### src/rtl/pipe_hazard_ctrl.sv
// Hazard/forwarding controller: tracks in-flight destinations across NSTAGES
// post-decode stages and produces forwarding selects, load-use stall and redirect flush.
module pipe_hazard_ctrl #(
    parameter int NSTAGES = 3,
    parameter int REGBITS = 5,
    parameter int LATW    = 2,
    parameter int SELW    = 3
) (
    input  logic               clk,
    input  logic               reset,
    input  logic               id_valid,
    input  logic [REGBITS-1:0] id_rs,
    input  logic [REGBITS-1:0] id_rt,
    input  logic               id_use_rs,
    input  logic               id_use_rt,
    input  logic               id_regwrite,
    input  logic [REGBITS-1:0] id_wreg,
    input  logic [LATW-1:0]    id_lat,
    input  logic               redirect,
    input  logic [SELW-1:0]    redirect_stage,
    output logic               stall,
    output logic               flush_ifid,
    output logic [SELW-1:0]    fwd_a,
    output logic [SELW-1:0]    fwd_b,
    output logic [NSTAGES-1:0] stage_valid
);

    typedef struct packed {
        logic               valid;
        logic               regwrite;
        logic [REGBITS-1:0] wreg;
        logic [LATW-1:0]    lat;
    } entry_t;

    // pipe_q[i] describes the instruction currently in stage i+1
    entry_t          pipe_q [NSTAGES];
    entry_t          id_entry;
    logic            a_req, b_req;
    logic            a_found, b_found;
    logic            a_wait, b_wait;
    logic [SELW-1:0] a_sel, b_sel;
    logic            load_id;

    function automatic logic hit(input entry_t e, input logic [REGBITS-1:0] r);
        return e.valid && e.regwrite && (e.wreg == r);
    endfunction

    assign id_entry = {1'b1, id_regwrite, id_wreg, id_lat};
    assign a_req    = id_valid && id_use_rs && (id_rs != '0);
    assign b_req    = id_valid && id_use_rt && (id_rt != '0);

    // Scan youngest-first; the first hit per operand decides, older hits are ignored.
    // A hit in the last stage leaves the select at 0 (register file is write-first).
    always_comb begin
        a_found = 1'b0;
        b_found = 1'b0;
        a_wait  = 1'b0;
        b_wait  = 1'b0;
        a_sel   = '0;
        b_sel   = '0;
        for (int unsigned i = 0; i < NSTAGES; i++) begin
            if (!a_found && a_req && hit(pipe_q[i], id_rs)) begin
                a_found = 1'b1;
                if (i + 1 < NSTAGES) begin
                    if (i + 1 >= 32'(pipe_q[i].lat)) a_sel = SELW'(i + 2);
                    else                             a_wait = 1'b1;
                end
            end
            if (!b_found && b_req && hit(pipe_q[i], id_rt)) begin
                b_found = 1'b1;
                if (i + 1 < NSTAGES) begin
                    if (i + 1 >= 32'(pipe_q[i].lat)) b_sel = SELW'(i + 2);
                    else                             b_wait = 1'b1;
                end
            end
        end
    end

    assign stall      = !reset && !redirect && (a_wait || b_wait);
    assign flush_ifid = !reset && redirect;
    assign load_id    = id_valid && !redirect && !(a_wait || b_wait);

    always_ff @(posedge clk) begin
        if (reset) begin
            for (int unsigned i = 0; i < NSTAGES; i++) pipe_q[i] <= '0;
            fwd_a <= '0;
            fwd_b <= '0;
        end else begin
            pipe_q[0] <= load_id ? id_entry : '0;
            // Entry moving out of stage i is squashed when it is younger than the redirector
            for (int unsigned i = 1; i < NSTAGES; i++) begin
                pipe_q[i] <= (redirect && (i < 32'(redirect_stage))) ? '0 : pipe_q[i-1];
            end
            fwd_a <= load_id ? a_sel : '0;
            fwd_b <= load_id ? b_sel : '0;
        end
    end

    for (genvar g = 0; g < NSTAGES; g++) begin : g_stage_valid
        assign stage_valid[g] = pipe_q[g].valid;
    end

endmodule

### config.mk
export PLATFORM = sky130hd
export DESIGN_NAME = pipe_hazard_ctrl
export DESIGN_NICKNAME = d
export VERILOG_FILES = /design/src/rtl/pipe_hazard_ctrl.sv
export SDC_FILE = /design/constraint.sdc
export NUM_CORES = 1
export LEC_CHECK = 0
export CORE_MARGIN = 5
export CORE_UTILIZATION = 44
export DETAILED_ROUTE_END_ITERATION = 16
export GPL_TIMING_DRIVEN = 0
export PLACE_DENSITY = 0.78
export SYNTH_ARGS = -nofsm -noshare
export SYNTH_HDL_FRONTEND = slang
export SYNTH_SLANG_ARGS = --single-unit
### constraint.sdc
create_clock -name clk -period 2.3 [get_ports clk]
set_clock_uncertainty 0.2 [all_clocks]
set_input_delay 0.46 -clock clk [delete_from_list [all_inputs] [get_ports clk]]
set_output_delay 0.46 -clock clk [all_outputs]
set_load 0.1 [all_outputs]
==> key figures, run 1 <==
Placed design
  • HPWL after DPL: 2.04 mm
  • IO buf count: 35
  • Global placer's final weighted congestion: between 0.8 and 0.9
  • Dpl cells: 179

Final layout
  • Final nets: between 150 and 200
  • Multi-input logic area: around 750 µm²
  • Area grow syn2layout: 60.4%
  • Antenna diodes: 0
  • Final Util: 0.727
  • Final Instance Count excl. Fillers: 198
  • Share of layout cells above drive strength 1: 0.351
  • Fillcell total: 186
  • Reg area: around 470 µm²

Clock network
  • Clk Latency, worst-skew pair: approximately 0.32 ns
  • Number of H-tree levels: 1
  • CTS Hold Bufs: 0
  • Clock tree buffer depth: 2
  • CTS root buf: clkbuf_4
  • CTS Buf Count: 3
  • Num Clock Sinks: 23
  • CTS tree: built
  • Worst-path clk slew: 0.12 ns

Detailed routing
  • WL met2: around 1.5 mm
  • Post-route DRC: 0
  • DRT iter0 DRCs: 29
  • Vias per cell: about 5
  • DR top layer: met4
  • Antenna Nets Post-Route: 0
  • Via count: ~1000
  • DRT met1 WL: 1.20 mm
  • WL per Instance: 15.5 µm
  • Met3 Routed Length: approximately 180 µm
  • Drt first pass iters: 4
  • Final wirelength: a little over 3 mm

Setup path
  • CP Capture Type: primary output
  • Crit-path slowest cell: o311a_4
  • Crit Path Max Fanout: 5
  • Crit-path cells: dlygate4sd2_1 > or3_1 > o311a_4 > a31oi_4 > nand2b_4 > a21boi_4 > buf_12
  • FF-to-FF End: fwd_b[1]$_SDFF_PP0_
  • Critical path class: primary input to primary output
  • R2r worst-path depth: 13
  • Critical path's largest stage delay: 0.40 ns
  • CP Launch Type: primary input
  • WP data arrival: 2.04 ns
  • R2R Setup Slk: -0.40 ns
  • Crit path required time: ~1.6 ns
  • Worst r2r src: pipe_q[0][4]$_SDFF_PP0_

Synth
  • Top_reg_cell synth: dfxtp_1
  • Mapped Area: approximately 1100 µm²
  • EDFF count, synth: 0
  • Syn Inst Count: roughly 110
  • Synth top area cells: dfxtp_1 (42%), and2_1 (11%), xnor2_1 (7.9%)
  • Post-synth top area share: 0.418
  • Mapped Avg Cell Area: around 9.8 µm²
  • Top post-synthesis cells by count: dfxtp_1 (23), and2_1 (19), xnor2_1 (10), xor2_1 (10), nand2_1 (8)
  • Sequential share of the synthesized area: 0.418
  • Post-synth cell types: 31
  • Async set-reset flop share out of synthesis: 0
  • Yosys warnings: 0
  • Yosys reg bits: 23
  • Most common cell in the netlist: dfxtp_1
  • Yosys top cell by area: dfxtp_1

Timing
  • Worst slew margin: 0.357
  • Post-route minimum period: between 2 and 3 ns
  • FMAX: roughly 0.37 GHz
  • RSZ-0062 raised after global routing: true
  • Max-slew violation count: 0
  • Final Setup Violations: 12
  • Final Hold Violating Endpoints: 0
  • Final Worst Setup Slack: -0.398 ns
  • Final Cycle Share: 1.17
  • Post-route setup TNS: -2.07 ns
  • Worst Tran Pin Value: ~0.97 ns

Power and ir drop
  • Pwr/cell area: between 400 and 500 nW/µm²
  • Maximum VDD drop: around 0.37 mV
  • Leakage: around 0.7 nW
  • Total power: between 0.0007 and 0.0008 W

Min path
  • Worst min path class: flip-flop to flip-flop
  • Hold worst-path end: pipe_q[0][9]$_SDFF_PP0_
  • Hold depth: 1
  • Worst hold start: pipe_q[0][0]$_SDFF_PP0_

Global route
  • Gr usage total: 0.164
  • First-pass GRT wire length: between 4 and 5 mm
  • Initial antenna violation count: 0
  • GRT overflow: 0
  • Largest net degree at the start of global routing: 13
  • Vias in the first global route: between 900 and 1000

Floorplan
  • Area of the core: 2430 µm²
  • Die X: roughly 60 µm
  • Initial core utilization: 0.453
  • Die height: 60.1 µm
  • Die area: roughly 3600 µm²
  • Io pins: 38
  • Rows: 18

Status
  • Failing checks: negative setup slack
  • Status: finished, violations left

Run
  • MaxCap Viol Count: 0
==> through the flow <==
| step | instance area, µm² | hold WS [ns] | setup WS (ns) |
|---|---|---|---|
| 5_1_grt | 1770 | 0.266 | -0.452 |
| 6_report | 1770 | 0.250 | -0.398 |
| 2_1_floorplan | 1130 | 0.206 | -0.269 |
| 3_3_place_gp | 1520 | 0.210 | -1.69 |
| 4_1_cts | 1710 | 0.257 | -0.389 |
| 3_5_place_dp | 1520 | 0.227 | -1.69 |
==> cell type report <==
| type | instances | share of cell area |
|---|---|---|
| multi-input combinational | 85 | 0.425 |
| sequential | 23 | 0.268 |
| timing repair buffer | 50 | 0.244 |
| buffer | 6 | 0.0276 |
| tap | 30 | 0.0212 |
| clock buffer | 4 | 0.0149 |
==> power by group <==
part / total, W / leakage, nW / internal (W) / switching, W
sequential: 0.000410 / 0.189 / 0.000403 / 0.00000714
clock: 0.000190 / 0.0150 / 0.0000678 / 0.000122
combinational: 0.000153 / 0.504 / 0.0000717 / 0.0000816
==> routing by layer <==
layer | GRT usage | up-vias
li1 | - | 484
met1 | 0.186 | 460
met2 | 0.287 | 38
met3 | 0.0216 | 15
met4 | 0.0981 | 0
met5 | 0 | -
==> kinds of logic (layout without fill, tap and decap cells) <==
group                  after synthesis  in the layout  share of synthesized area
XOR/XNOR                            20             20                      0.159
AO/OA/AOI/OAI                       13             13                      0.111
AND/OR/NAND/NOR                     50             50                      0.264
other                                1              2                    0.00340
buffers and inverters                6             60                     0.0443
flip-flops                          23             23                      0.418
==> how the worst max path moves through the flow <==
stage / start / to / slack (ns) / cells after the start
after floorplan: id_rt[3] / stall / -0.27 / 6
after global placement: id_rt[4] / stall / -1.69 / 8
after detailed placement: id_rt[2] / stall / -1.69 / 8
after CTS: pipe_q[0][6]$_SDFF_PP0_ / stall / -0.39 / 7
after global routing: pipe_q[0][4]$_SDFF_PP0_ / fwd_b[1]$_SDFF_PP0_ / -0.45 / 13
final: id_rs[0] / stall / -0.40 / 7
==> flip-flops by register name, summed over array words and instances, names as in the netlist <==
register / flops
fwd_b: 2
pipe_q: 19
fwd_a: 2
==> critical path, delay by kind of cell <==
kind | cells | cell delay, ns
buffers and inverters | 2 | 0.43
AOI/OAI and AO/OA | 3 | 0.65
and+or+nand+nor | 2 | 0.48
==> what timing repair did <==
item	CTS	global route
setup buffers	13	2
hold endpoints to repair	0	0
pin swaps	8	15
resized for setup	58	23
endpoints found under the setup margin	20	15
==> cell usage in the layout (no fill, tap or decap), drive strengths merged, types with 7 or more instances in the layout <==
cell           instances
dlygate4sd2            8
xor2                  10
dfxtp                 23
clkbuf                 7
buf                   26
nand2                  8
xnor2                 10
and2                  19
clkdlybuf4s50         15
(Power assumes the default switching activity.)
==> inputs of run 2 (changes only) <==
--- a/config.mk
+++ b/config.mk
@@ -8,7 +8,6 @@
 export CORE_MARGIN = 5
 export CORE_UTILIZATION = 44
 export DETAILED_ROUTE_END_ITERATION = 16
-export GPL_TIMING_DRIVEN = 0
 export PLACE_DENSITY = 0.78
 export SYNTH_ARGS = -nofsm -noshare
 export SYNTH_HDL_FRONTEND = slang
==> key figures, run 2 (same netlist as run 1, synthesis figures left out) <==
Detailed routing
  • Via count: 1031
  • WL per Instance: 14.9 µm
  • Vias per cell: 4.98
  • Post-route DRC: 0
  • DRT iter0 DRCs: 22
  • Antenna Nets Post-Route: 0
  • Drt first pass iters: 4
  • Final wirelength: ~3.1 mm

Timing
  • Final Hold Violating Endpoints: 0
  • RSZ-0062 raised after global routing: true
  • FMAX: ~0.37 GHz
  • Final Setup Violations: 14
  • Max-slew violation count: 0
  • Post-route minimum period: ~2.7 ns
  • Final Cycle Share: 1.17
  • Final Worst Setup Slack: -0.399 ns
  • Worst hold slack: 0.243 ns

Clock network
  • Worst-path clk slew: ~0.12 ns
  • Clk Latency, worst-skew pair: ~0.31 ns
  • Clock tree buffer depth: 2
  • CTS Hold Bufs: 0
  • CTS root buf: clkbuf_4
  • CTS tree: built
  • Number of H-tree levels: 1
  • CTS Buf Count: 3
  • Num Clock Sinks: 23

Power and ir drop
  • Leakage: approximately 0.74 nW
  • Psw: 0.000209 W
  • Maximum VDD drop: ~0.43 mV
  • Pwr/cell area: 426 nW/µm²
  • Clock power frac: 0.245
  • Combinational share of power: 0.218
  • Sw Share: 0.273
  • Sequential Power Share: 0.537
  • Internal Power: ~0.00056 W

Floorplan
  • Die area: 3610 µm²
  • Die X: about 60 µm
  • Die height: ~60 µm
  • Area of the core: between 2000 and 2500 µm²
  • Initial core utilization: 0.453
  • Io pins: 38
  • Rows: 18

Setup path
  • CP Launch Type: primary input
  • Critical path class: primary input to primary output
  • WP data arrival: approximately 2.0 ns
  • R2R Setup Slk: -0.31 ns
  • CP Capture Type: primary output
  • Crit Path Max Fanout: 3
  • Crit path required time: between 1.5 and 2 ns

Global route
  • Met3 GRT Util: 0.0324
  • Largest net degree at the start of global routing: 13
  • GR peak layer: met2
  • Vias in the first global route: between 1000 and 1500
  • GRT overflow: 0
  • Grt met2 use: 0.315
  • Gr usage total: 0.174
  • M1 GR Usage: 0.180
  • First-pass GRT wire length: between 4 and 5 mm
  • Initial antenna violation count: 0

Final layout
  • Area grow syn2layout: 63.2%
  • Most frequent cells in the layout: buf_4 (35), and2_1 (19), dfxtp_1 (19)
  • Final Util: 0.740
  • Share of layout cells above drive strength 1: 0.395
  • Commonest non-fill, non-tap cell in the layout: buf_4
  • Antenna diodes: 0
  • Biggest register: pipe_q
  • Final Instance Count excl. Fillers: 207
  • Max FFs per register: 19
  • Largest regs: pipe_q: 19 flops, fwd_a: 2 flops, fwd_b: 2 flops
  • Final nets: 205
  • Final instance area: ~1800 µm²

Placed design
  • HPWL after DPL: between 2 and 2.5 mm
  • IO buf count: 35
  • Pre-CTS WS: -0.696 ns
  • Placed inst area: 1640 µm²
  • Dpl cells: roughly 200
  • Global placer's final weighted congestion: between 0.8 and 0.9

Min path
  • Worst min path class: flip-flop to flip-flop

Status
  • Failing checks: negative setup slack
  • Status: finished, violations left

Run
  • MaxCap Viol Count: 0
run 2: cell count changes in the layout (fill, tap and decap cells not counted), sizes merged:
cell / previous run / this run
buf: 26 / 45
clkbuf: 7 / 4
clkdlybuf4s15: 4 / 2
clkdlybuf4s50: 15 / 14
dlygate4sd2: 8 / 4
run 2: worst max-delay path: stages:
cell	delay (ns)
dlygate4sd2_1	0.27
xnor2_1	0.20
nand4_1	0.18
nor3_4	0.29
a31oi_4	0.11
nand2b_4	0.16
a21boi_4	0.17
buf_12	0.19
run 2: power groups by stage:
stage / Clock [W] / Sequential, W / Combinational, W
finish: 0.000188 / 0.000412 / 0.000167
global route: 0.000211 / 0.000413 / 0.000176
CTS: 0.000193 / 0.000411 / 0.000162
detailed placement: 0 / 0.000419 / 0.000162
global placement: 0 / 0.000419 / 0.000159
floorplan: 0 / 0.000418 / 0.0000772
run 2: worst paths after layout:
kind / startpoint / end / depth (start not counted)
min reg2reg: pipe_q[0][0]$_SDFF_PP0_ / pipe_q[0][9]$_SDFF_PP0_ / 1
max: id_rs[4] / stall / 8
min: pipe_q[0][0]$_SDFF_PP0_ / pipe_q[0][9]$_SDFF_PP0_ / 1
max reg2reg: pipe_q[0][5]$_SDFF_PP0_ / fwd_a[1]$_SDFF_PP0_ / 11
run 2: final cells by class:
class | instances | area (µm²)
clock buffer | 4 | 26.3
fill | 186 | 633
multi-input combinational | 85 | 719
sequential | 23 | 465
tap | 30 | 37.5
timing repair buffer | 65 | 551
run 2: routing by layer:
metal / vias to the layer above / wire [µm]
li1: 503 / -
met2: 34 / 1590
met4: 0 / 114
met3: 11 / 201
met5: - / 0
met1: 483 / 1170
run 2: per-stage QoR:
stage	TNS (ns)	total power [W]
floorplan	-0.269	0.000496
global placement	-5.73	0.000579
detailed placement	-6.06	0.000582
CTS	-3.46	0.000766
global route	-5.12	0.000800
finish	-3.61	0.000767
run 2: timing repair:
action                                  4_1_cts  5_1_grt
cloned                                        0        0
pin swaps                                    15        7
endpoints found under the setup margin       11       14
gates resized for setup                      48        6
buffers inserted                              7        1
==> inputs of run 3 (changes only) <==
--- a/config.mk
+++ b/config.mk
@@ -5,6 +5,7 @@
 export SDC_FILE = /design/constraint.sdc
 export NUM_CORES = 1
 export LEC_CHECK = 0
+export CORE_ASPECT_RATIO = 0.6
 export CORE_MARGIN = 5
 export CORE_UTILIZATION = 44
 export DETAILED_ROUTE_END_ITERATION = 16
==> key figures, run 3 (same netlist as run 1, synthesis figures left out) <==
Status
  • Failing checks: negative setup slack
  • Status: finished, violations left

Detailed routing
  • Post-route DRC: 0
  • Final wirelength: ~3.4 mm
  • DRT iter0 DRCs: between 50 and 60
  • Antenna Nets Post-Route: 0
  • Drt first pass iters: 4
  • Vias per cell: approximately 5
  • Via count: between 1000 and 1500
  • WL per Instance: 16.4 µm

Global route
  • Largest net degree at the start of global routing: 15
  • GRT overflow: 0
  • Initial antenna violation count: 0
  • Vias in the first global route: roughly 1100
  • Gr usage total: 0.183
  • First-pass GRT wire length: 5.00 mm

Power and ir drop
  • Sw Share: 0.271
  • Combinational share of power: 0.206
  • Total power: around 0.00084 W
  • Internal Power: approximately 0.00061 W
  • Clock power frac: 0.305
  • Maximum VDD drop: 0.393 mV
  • Sequential Power Share: 0.489
  • Pwr/cell area: between 400 and 500 nW/µm²
  • Leakage: 0.742 nW
  • Psw: 0.000228 W

Setup path
  • WP data arrival: a little under 2 ns
  • Crit path required time: about 1.6 ns
  • CP Capture Type: primary output
  • CP Launch Type: primary input
  • Critical path class: primary input to primary output
  • Crit Path Max Fanout: 3

Timing
  • Post-route minimum period: about 2.6 ns
  • Final Cycle Share: 1.15
  • FMAX: between 0.3 and 0.4 GHz
  • Worst hold slack: roughly 0.24 ns
  • Final Worst Setup Slack: -0.336 ns
  • Final Hold Violating Endpoints: 0
  • RSZ-0062 raised after global routing: true
  • Final Setup Violations: 14
  • Max-slew violation count: 0

Floorplan
  • Initial core utilization: 0.449
  • Rows: 14
  • Io pins: 38
  • Area of the core: about 2500 µm²
  • Die area: approximately 3600 µm²
  • Die height: 48.8 µm
  • Die X: 74.6 µm

Placed design
  • Global placer's final weighted congestion: about 0.83
  • IO buf count: 35
  • Placed inst area: roughly 1600 µm²
  • HPWL after DPL: around 2.4 mm
  • Pre-CTS WS: -0.694 ns

Clock network
  • CTS Buf Count: 3
  • Num Clock Sinks: 23
  • Clk Latency, worst-skew pair: about 0.27 ns
  • CTS Hold Bufs: 0
  • CTS tree: built
  • Clock tree buffer depth: 2
  • CTS root buf: clkbuf_8
  • Number of H-tree levels: 1
  • Worst-path clk slew: roughly 0.080 ns

Min path
  • Worst min path class: flip-flop to flip-flop

Final layout
  • Area grow syn2layout: 67.5%
  • Share of layout cells above drive strength 1: 0.434
  • Final nets: 203
  • Final Util: 0.753
  • Fillcell total: 156
  • Antenna diodes: 0
  • Max FFs per register: 19
  • Final instance area: approximately 1800 µm²
  • Biggest register: pipe_q
  • Commonest non-fill, non-tap cell in the layout: buf_4
  • Largest regs: pipe_q: 19 flops, fwd_a: 2 flops, fwd_b: 2 flops
  • Most frequent cells in the layout: buf_4 (32), and2_1 (19), dfxtp_1 (17)

Run
  • MaxCap Viol Count: 0
run 3: cell types whose count changed in the layout (fill, tap and decap cells not counted), sizes merged:
cell and change:
dlygate4sd2 -2, clkinvlp +1, clkbuf -1, o21ba +1, buf -1
run 3: what timing repair did:
action	4_1_cts	5_1_grt
resized for setup	61	9
pin swaps	20	3
buffers inserted	6	1
cloned	0	1
endpoints found under the setup margin	11	14
run 3: worst paths after layout:
check	start	cells past startpoint	to	slack [ns]
worst max-delay path	id_rs[3]	8	stall	-0.34
worst min-delay path	pipe_q[0][0]$_SDFF_PP0_	1	pipe_q[0][9]$_SDFF_PP0_	0.24
worst max register to register	pipe_q[0][4]$_SDFF_PP0_	11	fwd_a[1]$_SDFF_PP0_	-0.25
worst min register to register	pipe_q[0][0]$_SDFF_PP0_	1	pipe_q[0][9]$_SDFF_PP0_	0.24
run 3: routing by layer:
metal  GRT usage  part of all wire
met5           0                 0
met1       0.214              0.43
met4      0.0355             0.015
met3      0.0741             0.067
met2       0.313              0.49
run 3: final cells by class:
| class | instances | area, µm² | area share |
|---|---|---|---|
| multi-input combinational | 86 | 757 | 0.410 |
| timing repair buffer | 62 | 533 | 0.289 |
| sequential | 23 | 468 | 0.253 |
| clock buffer | 3 | 41.3 | 0.0224 |
| tap | 32 | 40.0 | 0.0217 |
| clock inverter | 1 | 7.51 | 0.00407 |
run 3: metrics by stage:
stage | std cells | TNS, ns
3_5_place_dp | 195 | -5.48
5_1_grt | 207 | -4.07
3_3_place_gp | 195 | -4.63
6_report | 207 | -2.90
4_1_cts | 205 | -2.20
2_1_floorplan | 114 | -0.269
run 3: critical path, cell delays in order:
cell and delay (ns):
clkdlybuf4s15_1 0.26, xnor2_2 0.19, nand4_1 0.13, nor3_2 0.28, a31oi_4 0.13, nand2b_4 0.16
a21boi_4 0.17, buf_12 0.19
run 3: power by group through the flow:
stage | Clock, W | Sequential (W) | Combinational, W
4_1_cts | 0.000259 | 0.000411 | 0.000163
6_report | 0.000257 | 0.000412 | 0.000174
2_1_floorplan | 0 | 0.000418 | 0.0000772
3_5_place_dp | 0 | 0.000420 | 0.000159
3_3_place_gp | 0 | 0.000419 | 0.000154
5_1_grt | 0.000274 | 0.000413 | 0.000183
